--- src/rtl/lif_tdm_scheduler_if.sv ---
// Current-fetch and update-record bundle between the LIF scheduler and its neighbours.
// master = scheduler side (drives the request and the update record), slave = accumulator/monitor side.
interface lif_tdm_scheduler_if #(
  parameter int DATA_LENGTH = 32,
  parameter int ADDR_W      = 4
);
  logic                   o_cur_req;
  logic [ADDR_W-1:0]      o_cur_addr;
  logic                   i_cur_valid;
  logic [DATA_LENGTH-1:0] i_cur_data;
  logic                   o_upd_valid;
  logic [ADDR_W-1:0]      o_upd_addr;
  logic [DATA_LENGTH-1:0] o_upd_state;
  logic                   o_upd_spike;

  modport master (
    output o_cur_req, o_cur_addr,
    input  i_cur_valid, i_cur_data,
    output o_upd_valid, o_upd_addr, o_upd_state, o_upd_spike
  );

  modport slave (
    input  o_cur_req, o_cur_addr,
    output i_cur_valid, i_cur_data,
    input  o_upd_valid, o_upd_addr, o_upd_state, o_upd_spike
  );
endinterface

--- src/rtl/lif_tdm_scheduler.sv ---
// Sweeps N_NEURONS virtual LIF neurons per tick through one update datapath; update record one cycle after accept.
// Fetch address holds until i_cur_valid; a stall of k cycles delays the sweep by k cycles, nothing is dropped.
module lif_tdm_scheduler #(
  parameter int DATA_LENGTH = 32,
  parameter int N_NEURONS   = 16,
  parameter int ADDR_W      = 4
) (
  input  logic                   i_clk,
  input  logic                   i_rst_n,
  input  logic                   i_tick,
  input  logic                   i_cfg_we,
  input  logic [1:0]             i_cfg_sel,
  input  logic [DATA_LENGTH-1:0] i_cfg_data,
  lif_tdm_scheduler_if.master    bus,
  output logic                   o_busy,
  output logic                   o_done,
  output logic                   o_overrun
);

  localparam int SW = DATA_LENGTH + 2;
  localparam logic [ADDR_W-1:0]      LAST_IDX = ADDR_W'(N_NEURONS - 1);
  localparam logic [DATA_LENGTH-1:0] THR_DEF  = DATA_LENGTH'(32'd2147483647);
  localparam logic [DATA_LENGTH-1:0] REST_DEF = DATA_LENGTH'(32'd900000);
  localparam logic [DATA_LENGTH-1:0] DEC_DEF  = DATA_LENGTH'(32'd800000);

  typedef enum logic [1:0] {IDLE, FETCH, FINISH} state_t;

  state_t                 state_q, state_d;
  logic [ADDR_W-1:0]      idx_q, idx_d;
  logic [DATA_LENGTH-1:0] mem_q [N_NEURONS];
  logic [DATA_LENGTH-1:0] thr_q, rest_q, dec_q;

  logic                   upd_valid_q, upd_spike_q, overrun_q;
  logic [ADDR_W-1:0]      upd_addr_q;
  logic [DATA_LENGTH-1:0] upd_state_q;

  logic                   accept;
  logic [DATA_LENGTH-1:0] cur_v, new_v;
  logic                   new_spike;
  logic signed [SW-1:0]   v_s, rest_s, dec_s, i_s, sum_s;

  assign accept = (state_q == FETCH) && bus.i_cur_valid;

  always_comb begin
    state_d = state_q;
    idx_d   = idx_q;
    unique case (state_q)
      IDLE: begin
        if (i_tick) begin
          state_d = FETCH;
          idx_d   = '0;
        end
      end
      FETCH: begin
        if (accept) begin
          if (idx_q == LAST_IDX) state_d = FINISH;
          else                   idx_d   = idx_q + 1'b1;
        end
      end
      FINISH:  state_d = IDLE;
      default: state_d = IDLE;
    endcase
  end

  // Operands widened by two bits so rest+I and v-dec+I never wrap before clamping.
  assign cur_v  = mem_q[idx_q];
  assign v_s    = $signed({2'b00, cur_v});
  assign rest_s = $signed({2'b00, rest_q});
  assign dec_s  = $signed({2'b00, dec_q});
  assign i_s    = $signed({2'b00, bus.i_cur_data});

  always_comb begin
    new_spike = 1'b0;
    sum_s     = rest_s;
    new_v     = '0;
    if (cur_v >= thr_q)       new_spike = 1'b1;
    else if (cur_v <= rest_q) sum_s = rest_s + i_s;
    else                      sum_s = v_s - dec_s + i_s;

    if (sum_s[SW-1])      new_v = '0;
    else if (sum_s[SW-2]) new_v = '1;
    else                  new_v = sum_s[DATA_LENGTH-1:0];
  end

  always_ff @(posedge i_clk or negedge i_rst_n) begin
    if (!i_rst_n) begin
      state_q     <= IDLE;
      idx_q       <= '0;
      thr_q       <= THR_DEF;
      rest_q      <= REST_DEF;
      dec_q       <= DEC_DEF;
      upd_valid_q <= 1'b0;
      upd_addr_q  <= '0;
      upd_state_q <= '0;
      upd_spike_q <= 1'b0;
      overrun_q   <= 1'b0;
      for (int n = 0; n < N_NEURONS; n++) mem_q[n] <= '0;
    end else begin
      state_q     <= state_d;
      idx_q       <= idx_d;
      upd_valid_q <= accept;
      overrun_q   <= i_tick && (state_q != IDLE);
      if (accept) begin
        mem_q[idx_q] <= new_v;
        upd_addr_q   <= idx_q;
        upd_state_q  <= new_v;
        upd_spike_q  <= new_spike;
      end
      // Configuration is frozen while a sweep is using it.
      if (state_q == IDLE && i_cfg_we) begin
        case (i_cfg_sel)
          2'd0:    thr_q  <= i_cfg_data;
          2'd1:    rest_q <= i_cfg_data;
          2'd2:    dec_q  <= i_cfg_data;
          default: ;
        endcase
      end
    end
  end

  assign bus.o_cur_req   = (state_q == FETCH);
  assign bus.o_cur_addr  = idx_q;
  assign bus.o_upd_valid = upd_valid_q;
  assign bus.o_upd_addr  = upd_addr_q;
  assign bus.o_upd_state = upd_state_q;
  assign bus.o_upd_spike = upd_spike_q;
  assign o_busy          = (state_q == FETCH);
  assign o_done          = (state_q == FINISH);
  assign o_overrun       = overrun_q;

endmodule

--- src/flat_wrapper.sv ---
// flat-port wrapper written by rule: the top's interface ports become plain ports
module lif_tdm_scheduler_flat 
#(
  parameter int DATA_LENGTH = 32,
  parameter int N_NEURONS   = 16,
  parameter int ADDR_W      = 4
)
  (i_clk, i_rst_n, i_tick, i_cfg_we, i_cfg_sel, i_cfg_data, o_busy, o_done, o_overrun, bus_o_cur_req, bus_o_cur_addr, bus_i_cur_valid, bus_i_cur_data, bus_o_upd_valid, bus_o_upd_addr, bus_o_upd_state, bus_o_upd_spike);
  lif_tdm_scheduler_if #(.DATA_LENGTH(DATA_LENGTH), .ADDR_W(ADDR_W)) bus_i ();
  input  logic i_clk;
  input  logic i_rst_n;
  input  logic i_tick;
  input  logic i_cfg_we;
  input  logic [1:0] i_cfg_sel;
  input  logic [DATA_LENGTH-1:0] i_cfg_data;
  output logic o_busy;
  output logic o_done;
  output logic o_overrun;
  output wire logic [$bits(bus_i.o_cur_req)-1:0] bus_o_cur_req;
  output wire logic [$bits(bus_i.o_cur_addr)-1:0] bus_o_cur_addr;
  input wire logic [$bits(bus_i.i_cur_valid)-1:0] bus_i_cur_valid;
  input wire logic [$bits(bus_i.i_cur_data)-1:0] bus_i_cur_data;
  output wire logic [$bits(bus_i.o_upd_valid)-1:0] bus_o_upd_valid;
  output wire logic [$bits(bus_i.o_upd_addr)-1:0] bus_o_upd_addr;
  output wire logic [$bits(bus_i.o_upd_state)-1:0] bus_o_upd_state;
  output wire logic [$bits(bus_i.o_upd_spike)-1:0] bus_o_upd_spike;
  assign bus_o_cur_req = bus_i.o_cur_req;
  assign bus_o_cur_addr = bus_i.o_cur_addr;
  assign bus_i.i_cur_valid = bus_i_cur_valid;
  assign bus_i.i_cur_data = bus_i_cur_data;
  assign bus_o_upd_valid = bus_i.o_upd_valid;
  assign bus_o_upd_addr = bus_i.o_upd_addr;
  assign bus_o_upd_state = bus_i.o_upd_state;
  assign bus_o_upd_spike = bus_i.o_upd_spike;
  lif_tdm_scheduler #(.DATA_LENGTH(DATA_LENGTH), .N_NEURONS(N_NEURONS), .ADDR_W(ADDR_W)) u_core (.i_clk(i_clk), .i_rst_n(i_rst_n), .i_tick(i_tick), .i_cfg_we(i_cfg_we), .i_cfg_sel(i_cfg_sel), .i_cfg_data(i_cfg_data), .bus(bus_i), .o_busy(o_busy), .o_done(o_done), .o_overrun(o_overrun));
endmodule
--- config.mk ---
export PLATFORM = sky130hd
export DESIGN_NAME = lif_tdm_scheduler_flat
export DESIGN_NICKNAME = d
export VERILOG_FILES = /design/src/rtl/lif_tdm_scheduler_if.sv /design/src/rtl/lif_tdm_scheduler.sv /design/src/flat_wrapper.sv
export SDC_FILE = /design/constraint.sdc
export NUM_CORES = 2
export LEC_CHECK = 0
export CAP_MARGIN = 0
export CELL_PAD_IN_SITES_DETAIL_PLACEMENT = 1
export CELL_PAD_IN_SITES_GLOBAL_PLACEMENT = 2
export CORE_MARGIN = 5
export CORE_UTILIZATION = 42
export DETAILED_ROUTE_END_ITERATION = 6
export PLACE_DENSITY = 0.77
export SETUP_SLACK_MARGIN = 0.1
export SLEW_MARGIN = 20
export SYNTH_ARGS = -nofsm -noshare
export SYNTH_HDL_FRONTEND = slang
export SYNTH_SLANG_ARGS = --single-unit
--- constraint.sdc ---
create_clock -name i_clk -period 7.8 [get_ports i_clk]
set_input_delay 1.95 -clock i_clk [delete_from_list [all_inputs] [get_ports i_clk]]
set_output_delay 1.95 -clock i_clk [all_outputs]
set_load 0.05 [all_outputs]
==> out/summary.txt <==
status -> finished clean
clock latency at the later pin of the worst-skew pair -> 0.63 ns
RSZ-0062 raised after global routing -> no
Mapped Cells -> 3234
post-layout min period -> 7.50 ns
die height -> 298 um
Slew Limit Headroom -> 27.8%
pre-CTS WS -> -0.179 ns
global-route wire length before repair -> 188000 um
die area -> 88900 um^2
worst reg2reg setup slack -> 0.30 ns
drt first pass iters -> 7
Layout Cells excl Fill -> 4485
area grow syn2layout -> 16.2%
# clock sinks -> 653
pin count of the biggest net entering global routing -> 170
Crit Path Category -> reg2reg
fin nets -> 3594
number of flops mapped to enable cells by yosys -> 0
fraction of layout cells with a size suffix above 1 -> 18.0%
Critical R2R Capture -> u_core.mem_q[382]
post-layout util -> 49.3%
Routed Antenna Nets -> 0
Worst setup endpoint -> u_core.mem_q[382]
Max Cap Viol -> 0
R2R depth -> 27
clock-pin slew on the worst setup and hold paths -> 0.06 ns
ys flop type -> dfrtp_1
syn_nets -> 3473
I/O pins -> 117
DR iter-0 viols -> 1718
via/cell ratio -> 6.11
Die Wd -> 298 um
Avg Inst Size Synth -> 10.8 um^2
Hold Crit Class -> reg2reg
GRT Overall Usage -> 27.5%
Fin Clk Skew -> 0.0310 ns
WL final -> 124000 um
Final Setup Violations -> 0
PortBufs -> 116
Critical Path AT -> 8.01 ns
DRC errors left -> 0
FFs w/ async S/R, synth -> 100%
cts bufs inserted -> 74
placed insts -> 4337
Hold Crit Start -> u_core.mem_q[289]
Slew @ Worst Pin -> 1.08 ns
maximum clock path buffer count -> 3
Critical Path RT -> 8.31 ns
average wire per standard cell -> 27.6 um
synth warn -> 0
crit path capture type -> register
row count -> 105
Core ar. -> 82200 um^2
Seq cells post-synth -> 653
fin crit share -> 96.1%
setup tns final -> 0 ns
DP HPWL -> 85100 um
most frequent cells in the layout -> dfrtp_1 (601), nand2_1 (456), o21ai_0 (430)
post-synthesis cell type count -> 85
crit-path max FO -> 17
startpoint types -> register
crit path from -> u_core.bus.o_cur_addr[0]
worst r2r src -> u_core.bus.o_cur_addr[0]
Max Clk Rate -> 133 MHz
CTS root buf -> clkbuf_16
CTS tree -> built
Final Hold Fails -> 0
vias in the first global route -> 30000
initial antenna violation count -> 3
Slew Viols, Final -> 0
GRT Residual Overflow -> 0
register area share after synthesis -> 47.0%
most common cell after layout, fill and taps aside -> dfrtp_1
total number of vias -> 27400
Initial Util -> 42.4%
fin worst setup slack -> 0.302 ns
Syn Std Cell Area -> 34900 um^2
htree depth -> 3
GPL Wtd Cong -> 0.916
[synth_stat cells, types with 22 or more instances]
library cell  instances  share of area, %
ha_1                165               5.9
mux2i_1              42               1.2
mux2_2               99               3.2
nor2_1              117               1.3
a211oi_1             24              0.52
nand3_1              39              0.56
a22o_1              157               3.9
dfrtp_1             605                43
nor3_1               27              0.39
dfstp_2              48               3.6
inv_1               128               1.4
xnor2_1              51               1.3
a21o_1               34              0.73
xor2_1               22              0.55
mux4_2              160                10
nand2_1             470               5.1
a21oi_1             143               2.1
o21ai_0             432               6.2
buf_2                25              0.36
nand4_1              23              0.41
clkbuf_1            141               1.5
buf_1                23              0.25
[kinds of logic after synthesis]
kind of cell | synth area share, %
muxes | 14.7
and+or+nand+nor | 9.47
xor gates and xnor gates | 1.83
adders and majority gates | 6.09
buffers and inverters | 3.70
DFF | 47.0
AOI/OAI and AO/OA | 17.1
[routing by layer]
metal	wire [um]	part of all wire (%)	GRT usage (%)	vias to the layer above
li1	-	-	-	12100
met1	52500	42	35.6	14400
met2	61200	49	47.3	795
met3	6240	5.0	4.24	199
met4	4020	3.2	9.49	0
met5	0	0	0	-
[critical path, cell delays in order (launching register included)]
cell and delay, ns:
dfrtp_4 0.55, buf_12 0.16, buf_4 0.17, mux4_2 0.49, mux4_2 0.59, ha_1 0.41
o21a_1 0.15, o21ai_0 0.10, a211oi_1 0.32, buf_4 0.19, o2111ai_1 0.22, nand3_1 0.24
a31oi_1 0.15, o21ba_2 0.26, o311ai_0 0.44, ha_1 0.42, o211ai_1 0.13, nor2_1 0.07
a221oi_2 0.33, a21bo_1 0.25, nand2_1 0.15, o211a_4 0.29, nor4_4 0.07, buf_4 0.18
buf_4 0.15, a2111o_1 0.45, buf_12 0.20, a22o_1 0.22
[sequential cells by signal, summed over array words and instances, names as in the netlist]
register                flops
u_core.bus.o_upd_addr       4
u_core.bus.o_upd_spike      1
u_core.o_overrun            1
u_core.bus.o_upd_valid      1
u_core.state_q              2
u_core.dec_q               32
u_core.bus.o_cur_addr       4
u_core.rest_q              32
u_core.bus.o_upd_state     32
u_core.mem_q              512
u_core.thr_q               32
[cell type report]
cell class,count,area [um^2]
fill,8749,41700
multi-input combinational,2257,17400
sequential,653,16400
timing repair buffer,240,2470
clock buffer,112,2210
tap,1070,1340
inverter,129,484
clock inverter,23,196
antenna,1,2.50
[worst min-delay path by stage]
stage                              endpoint  slack, ns  cells after the start
after detailed placement  u_core.mem_q[300]       0.47                      2
final                     u_core.mem_q[289]       0.47                      2
after global routing      u_core.mem_q[259]       0.49                      2
after floorplan           u_core.state_q[0]       0.44                      1
after global placement    u_core.mem_q[420]       0.46                      2
after CTS                 u_core.mem_q[300]       0.48                      2
[per-stage QoR]
step                cell area [um^2]  hold WS, ns
finish                         40500        0.475
global route                   40500        0.494
global placement               37800        0.456
floorplan                      34900        0.439
detailed placement             37800        0.468
CTS                            40400        0.481
[what timing repair did]
item | in CTS | in global routing
gates resized for setup | 13 | 12
hold buffers | 0 | 0
setup buffers | 3 | 7
cloned | 1 | 0
setup endpoints to repair | 410 | 485
pin swaps | 2 | 5
Power is left out: the tool's default activity adds up to more than one toggle a clock period on the data nets, which glitch-free logic cannot reach.
